**config.mk**
```make
export PLATFORM = sky130hd
export DESIGN_NAME = uart_tx_two_bytes_flat
export DESIGN_NICKNAME = d
export VERILOG_FILES = /design/src/rtl/uart_tx_two_bytes_if.sv /design/src/rtl/uart_tx_two_bytes.sv /design/src/flat_wrapper.sv
export SDC_FILE = /design/constraint.sdc
export NUM_CORES = 1
export LEC_CHECK = 0
export CAP_MARGIN = 20
export CORE_MARGIN = 2
export CORE_UTILIZATION = 40
export DETAILED_ROUTE_END_ITERATION = 8
export PLACE_DENSITY = 0.73
export SETUP_SLACK_MARGIN = 0.05
export SLEW_MARGIN = 40
export SYNTH_ARGS = -nofsm -noshare
export SYNTH_HDL_FRONTEND = slang
export SYNTH_SLANG_ARGS = --single-unit
```
**constraint.sdc**
```tcl
create_clock -name clock -period 1.7 [get_ports clock]
set_input_delay 0.34 -clock clock [delete_from_list [all_inputs] [get_ports clock]]
set_output_delay 0.34 -clock clock [all_outputs]
set_load 0.05 [all_outputs]
```
**src/rtl/uart_tx_two_bytes_if.sv**
```systemverilog
// Handshake/serial bundle for the two-byte UART transmitter.
// The master side requests a word; the slave side (the transmitter) drives the line and status.
interface uart_tx_two_bytes_if;
    logic        start;
    logic [15:0] data_in;
    logic        tx;
    logic        busy;
    logic        done;

    modport master (
        output start,
        output data_in,
        input  tx,
        input  busy,
        input  done
    );

    modport slave (
        input  start,
        input  data_in,
        output tx,
        output busy,
        output done
    );
endinterface

```
**src/rtl/uart_tx_two_bytes.sv**
```systemverilog
// Sends a 16-bit word as two back-to-back UART frames, high byte first, LSB first per byte.
// Define UART_TX_PARITY_EN to insert an even-parity bit after bit 7 of each byte.
module uart_tx_two_bytes #(
    parameter int CLKS_PER_BIT = 5208
) (
    input  logic                clock,
    input  logic                reset,
    uart_tx_two_bytes_if.slave  bus
);

    localparam int BAUD_W = (CLKS_PER_BIT > 2) ? $clog2(CLKS_PER_BIT) : 1;
    localparam logic [BAUD_W-1:0] BAUD_LAST = BAUD_W'(CLKS_PER_BIT - 1);

    typedef enum logic [2:0] {
        IDLE       = 3'd0,
        START_BIT  = 3'd1,
        DATA_BITS  = 3'd2,
`ifdef UART_TX_PARITY_EN
        PARITY_BIT = 3'd3,
`endif
        STOP_BIT   = 3'd4
    } state_t;

    state_t            state_reg, state_next;
    logic [BAUD_W-1:0] baud_reg, baud_next;
    logic [2:0]        bit_idx_reg, bit_idx_next;
    logic              byte_idx_reg, byte_idx_next;
    logic [15:0]       word_reg, word_next;
    logic              tx_reg, tx_next;
    logic              busy_reg, busy_next;
    logic              done_reg, done_next;

    logic [7:0]        frame_byte [2];
    logic [7:0]        cur_byte;
    logic [2:0]        bit_idx_inc;
    logic              bit_end;

    // frame_byte[0] goes out first, so it is the high byte of the latched word
    for (genvar gi = 0; gi < 2; gi++) begin : g_bytes
        assign frame_byte[gi] = word_reg[15 - 8*gi -: 8];
    end

    assign cur_byte    = frame_byte[byte_idx_reg];
    assign bit_idx_inc = bit_idx_reg + 3'd1;
    assign bit_end     = (baud_reg == BAUD_LAST);

    always_ff @(posedge clock or negedge reset) begin
        if (!reset) begin
            state_reg    <= IDLE;
            baud_reg     <= '0;
            bit_idx_reg  <= '0;
            byte_idx_reg <= 1'b0;
            word_reg     <= '0;
            tx_reg       <= 1'b1;
            busy_reg     <= 1'b0;
            done_reg     <= 1'b0;
        end else begin
            state_reg    <= state_next;
            baud_reg     <= baud_next;
            bit_idx_reg  <= bit_idx_next;
            byte_idx_reg <= byte_idx_next;
            word_reg     <= word_next;
            tx_reg       <= tx_next;
            busy_reg     <= busy_next;
            done_reg     <= done_next;
        end
    end

    // tx_next always carries the level of the bit the next state will be in,
    // so the line changes on the same edge as the state and stays registered.
    always_comb begin
        state_next    = state_reg;
        baud_next     = baud_reg;
        bit_idx_next  = bit_idx_reg;
        byte_idx_next = byte_idx_reg;
        word_next     = word_reg;
        tx_next       = tx_reg;
        busy_next     = busy_reg;
        done_next     = 1'b0;

        if (state_reg != IDLE) begin
            baud_next = bit_end ? '0 : baud_reg + BAUD_W'(1);
        end

        case (state_reg)
            IDLE: begin
                tx_next       = 1'b1;
                busy_next     = 1'b0;
                baud_next     = '0;
                bit_idx_next  = '0;
                byte_idx_next = 1'b0;
                if (bus.start) begin
                    word_next  = bus.data_in;
                    state_next = START_BIT;
                    tx_next    = 1'b0;
                    busy_next  = 1'b1;
                end
            end

            START_BIT: begin
                if (bit_end) begin
                    state_next   = DATA_BITS;
                    bit_idx_next = '0;
                    tx_next      = cur_byte[0];
                end
            end

            DATA_BITS: begin
                if (bit_end) begin
                    if (bit_idx_reg == 3'd7) begin
`ifdef UART_TX_PARITY_EN
                        state_next = PARITY_BIT;
                        tx_next    = ^cur_byte;
`else
                        state_next = STOP_BIT;
                        tx_next    = 1'b1;
`endif
                    end else begin
                        bit_idx_next = bit_idx_inc;
                        tx_next      = cur_byte[bit_idx_inc];
                    end
                end
            end

`ifdef UART_TX_PARITY_EN
            PARITY_BIT: begin
                if (bit_end) begin
                    state_next = STOP_BIT;
                    tx_next    = 1'b1;
                end
            end
`endif

            STOP_BIT: begin
                if (bit_end) begin
                    if (!byte_idx_reg) begin
                        // second byte follows with no idle gap
                        byte_idx_next = 1'b1;
                        state_next    = START_BIT;
                        tx_next       = 1'b0;
                    end else begin
                        byte_idx_next = 1'b0;
                        state_next    = IDLE;
                        tx_next       = 1'b1;
                        busy_next     = 1'b0;
                        done_next     = 1'b1;
                    end
                end
            end

            default: begin
                state_next = IDLE;
                tx_next    = 1'b1;
                busy_next  = 1'b0;
            end
        endcase
    end

    assign bus.tx   = tx_reg;
    assign bus.busy = busy_reg;
    assign bus.done = done_reg;

endmodule

```
**src/flat_wrapper.sv**
```systemverilog
// flat-port wrapper written by rule: the top's interface ports become plain ports
module uart_tx_two_bytes_flat 
#(
    parameter int CLKS_PER_BIT = 5208
)
  (clock, reset, bus_start, bus_data_in, bus_tx, bus_busy, bus_done);
  uart_tx_two_bytes_if bus_i ();
  input  logic clock;
  input  logic reset;
  input wire logic [$bits(bus_i.start)-1:0] bus_start;
  input wire logic [$bits(bus_i.data_in)-1:0] bus_data_in;
  output wire logic [$bits(bus_i.tx)-1:0] bus_tx;
  output wire logic [$bits(bus_i.busy)-1:0] bus_busy;
  output wire logic [$bits(bus_i.done)-1:0] bus_done;
  assign bus_i.start = bus_start;
  assign bus_i.data_in = bus_data_in;
  assign bus_tx = bus_i.tx;
  assign bus_busy = bus_i.busy;
  assign bus_done = bus_i.done;
  uart_tx_two_bytes #(.CLKS_PER_BIT(CLKS_PER_BIT)) u_core (.clock(clock), .reset(reset), .bus(bus_i));
endmodule
```
==> metrics.md <==
| Metric | Value |
|---|---|
| Most common cell in the netlist | dfrtp_1 |
| Detailed Routing Iterations Pass 1 | 6 |
| Synth Area in XOR/XNOR | 5.82% |
| Final Skew | 5.01 ps |
| Routability Congestion | 0.818 |
| Length in cells of the worst reg-to-reg path | 5 |
| Initial Util | 41.4% |
| Biggest area consumer among synthesized cells | dfrtp_1 |
| Top-level port count | 22 |
| Nets | 242 |
| Peak Freq | 546 MHz |
| Pwr/cell area | 966 nW/um^2 |
| Remaining DRCs | 0 |
| Share of power burned in registers | 46.3% |
| Worst r2r dst | u_core.bus.tx$_DFFE_PN1P_ |
| Mapped Area | 1960 sq um |
| Antenna-violating nets left | 0 |
| #FFs+latches synth | 39 |
| Largest net degree at the start of global routing | 23 |
| Final period util | 108% |
| Die X | 73.9 um |
| CP endpoint | u_core.bus.tx$_DFFE_PN1P_ |
| Synth Instances | 175 |
| Largest family of logic cells by synthesized area | simple AND/OR/NAND/NOR gates |
| Crit path DAT | 2060 ps |
| Tightest Pin Transition | 436 ps |
| Drt initial violations | 117 |
| Core Box Area | 4720 sq um |
| Die H | 73.9 um |
| Worst path max stage delay | 510 ps |
| Logic pwr share | 17.6% |
| Sw Share | 25.4% |
| Critical Path Source | u_core.bit_idx_reg[1]$_DFFE_PN0P_ |
| Hpwl dp | 2910 um |
| Dpl ws | -178 ps |
| Number of global-route vias before repair | 1,461 |
| Layout overhead on the synthesized area | 35.1% |
| Post-synthesis simple-gate area fraction | 16.0% |
| Max-Cap Viols | 0 |
| Crit-path max FO | 4 |
| Final hold viol count | 0 |
| Most frequent cells after synthesis | dfrtp_1 (38), nor2_1 (20), mux2_2 (17) |
| TNS Setup | -132 ps |
| Drt total wl | 4160 um |
| Row Count | 25 |
| Vias/cell | 5.01 |
| Worst-case clock buffer depth | 2 |
| CTS clock-pin slew for the worst setup and hold paths | 80 ps |
| Clock Latency Late Sink | 290 ps |
| CP Class | reg2reg |
| Clk pwr share | 36.0% |
| Share of cells above drive strength 1 | 33.0% |
| Worst setup EP type | flip-flop |
| LEAKAGE | 1.14 nW |
| Reg2reg start | u_core.bit_idx_reg[1]$_DFFE_PN0P_ |
| Post-synth EDFFs | 0 |
| Library cells used by synthesis | 40 |
| DR vias | 1,444 |
| CP max-delay cell | mux4_2 |
| Share of the synthesized area in the top cell type | 48.6% |
| Status | complete, but fails checks |
| WP data required | 1930 ps |
| Adder-cell share of the synthesized area | 1.92% |
| Initial antenna violation count | 0 |
| Net Switching | 0.000648 W |
| Port Buffers | 21 |
| Failing checks | negative setup slack |
| Total clock sinks | 39 |
| Final setup vio count | 1 |
| Max reg flops | 16 |
| Wire length per cell | 14.4 um |
| Ys flop type | dfrtp_1 |
| Ys Warns | 0 |
| CTS buffer count | 5 |
| Root Buffer | clkbuf_8 |
| Fin worst setup slack | -132 ps |
| Total number of H-tree levels | 2 |
| Die ar. | 5460 sq um |
| Hold WC Path Type | reg2reg |
| Mapped Nets | 197 |
| Int Pwr | 0.00190 W |
| Mean Syn Cell Area | 11.2 sq um |
| CTS tree | built |
| Reg2reg setup slack | -130 ps |
| Worst path cell trace | ha_4, mux4_2, o21ai_2, o21ai_1, o32a_1 |
| Max Slew Vio Count | 0 |
| Peak supply drop | 0.000840 V |
| RSZ-0062 raised after global routing | true |
| Asr flop ratio synth | 100% |
| Antenna Cells | 0 |
| Compound-cell area share of the yosys netlist | 7.87% |
| GRT Total Usage | 16.7% |
| Mux contribution to synthesized area | 14.3% |
| Relative max-transition margin | 70.9% |
| Worst setup SP type | flip-flop |
| First-pass GRT wire length | 6710 um |
| Fill count | 391 |
| Min Clock Period, post-route | 1830 ps |
| GRT Residual Overflow | 0 |
| Area contributors post-synth | dfrtp_1 (49%), mux2_2 (9.8%), nor2_1 (3.8%), xor2_1 (3.1%), xnor2_1 (2.7%) |
| Sequential area share after synthesis | 50.0% |
==> kinds of logic (layout without fill, tap and decap cells) <==
kind of cell    after synthesis  in the layout
simple gates                 58             58
flops                        39             39
compound gates               23             23
mux                          23             23
buf+inv                      16             62
xor+xnor                     13             13
fa+ha+maj                     3              3
==> how the worst min path moves through the flow <==
stage	startpoint	end	cells after the start
floorplan	reset	u_core.baud_reg[0]$_DFF_PN0_	0
global placement	reset	u_core.baud_reg[5]$_DFF_PN0_	1
detailed placement	reset	u_core.baud_reg[5]$_DFF_PN0_	1
CTS	u_core.frame_byte[1]$_DFFE_PN0P_	u_core.frame_byte[1]$_DFFE_PN0P_	1
global route	u_core.frame_byte[13]$_DFFE_PN0P_	u_core.frame_byte[13]$_DFFE_PN0P_	1
finish	u_core.frame_byte[1]$_DFFE_PN0P_	u_core.frame_byte[1]$_DFFE_PN0P_	1
==> per-stage QoR <==
stage	cells	instance area, sq um	util (%)	total power (W)	hold slack [ps]
6_report	288	2640	55.9	0.00255	504
5_1_grt	288	2640	55.9	0.00268	528
4_1_cts	287	2600	55.0	0.00254	510
3_5_place_dp	277	2410	51.0	0.00162	306
3_3_place_gp	277	2410	51.0	0.00160	310
2_1_floorplan	175	1970	-	0.00141	44.4
==> layer usage <==
metal	part of all wire [%]	track usage, %
met3	4.0	4.94
met1	44	21.1
met4	1.6	8.28
met2	50	26.0
met5	0	0
==> final cells by class <==
| cell class | count | area [sq um] | share of cell area [%] |
|---|---|---|---|
| inverter | 6 | 22.5 | 0.852 |
| clock inverter | 3 | 67.6 | 2.56 |
| timing repair buffer | 48 | 440 | 16.7 |
| clock buffer | 5 | 68.8 | 2.60 |
| tap | 67 | 83.8 | 3.17 |
| multi-input combinational | 120 | 982 | 37.2 |
| sequential | 39 | 977 | 37.0 |
==> critical path, delay by kind of cell (launching register included) <==
family / cells / cell delay, ps
adders and majority gates: 1 / 320
DFF: 1 / 420
muxes: 1 / 510
AOI/OAI and AO/OA: 3 / 510
==> layout by cell type (no fill, tap or decap), types with 2 or more instances in the layout <==
master	instances
a21o_1	2
a21oi_1	5
and3_1	7
and4_1	2
buf_12	3
buf_4	26
bufinv_16	2
clkbuf_8	5
clkdlybuf4s50_1	17
dfrtp_1	38
ha_4	2
inv_1	5
mux2_2	16
mux2i_1	4
nand2_1	5
nand3_1	9
nand3b_1	3
nand4_1	2
nor2_1	20
o21ai_0	3
o21ai_1	4
xnor2_1	6
xor2_1	7
==> what timing repair did <==
action                                 4_1_cts  5_1_grt
hold buffers                                 1        0
gates resized for setup                      7        9
setup endpoints to repair                    5        6
endpoints found under the hold margin       16        0
pin swaps                                    4        2
buffers inserted                             1        1
==> power groups by stage <==
stage          clock, W  combinational [W]  sequential (W)
3_3_place_gp          0           0.000408         0.00119
2_1_floorplan         0           0.000216         0.00119
3_5_place_dp          0           0.000426         0.00119
5_1_grt        0.000989           0.000488         0.00120
4_1_cts        0.000936           0.000433         0.00117
6_report       0.000920           0.000450         0.00118
Power figures use the tool's default switching activity.
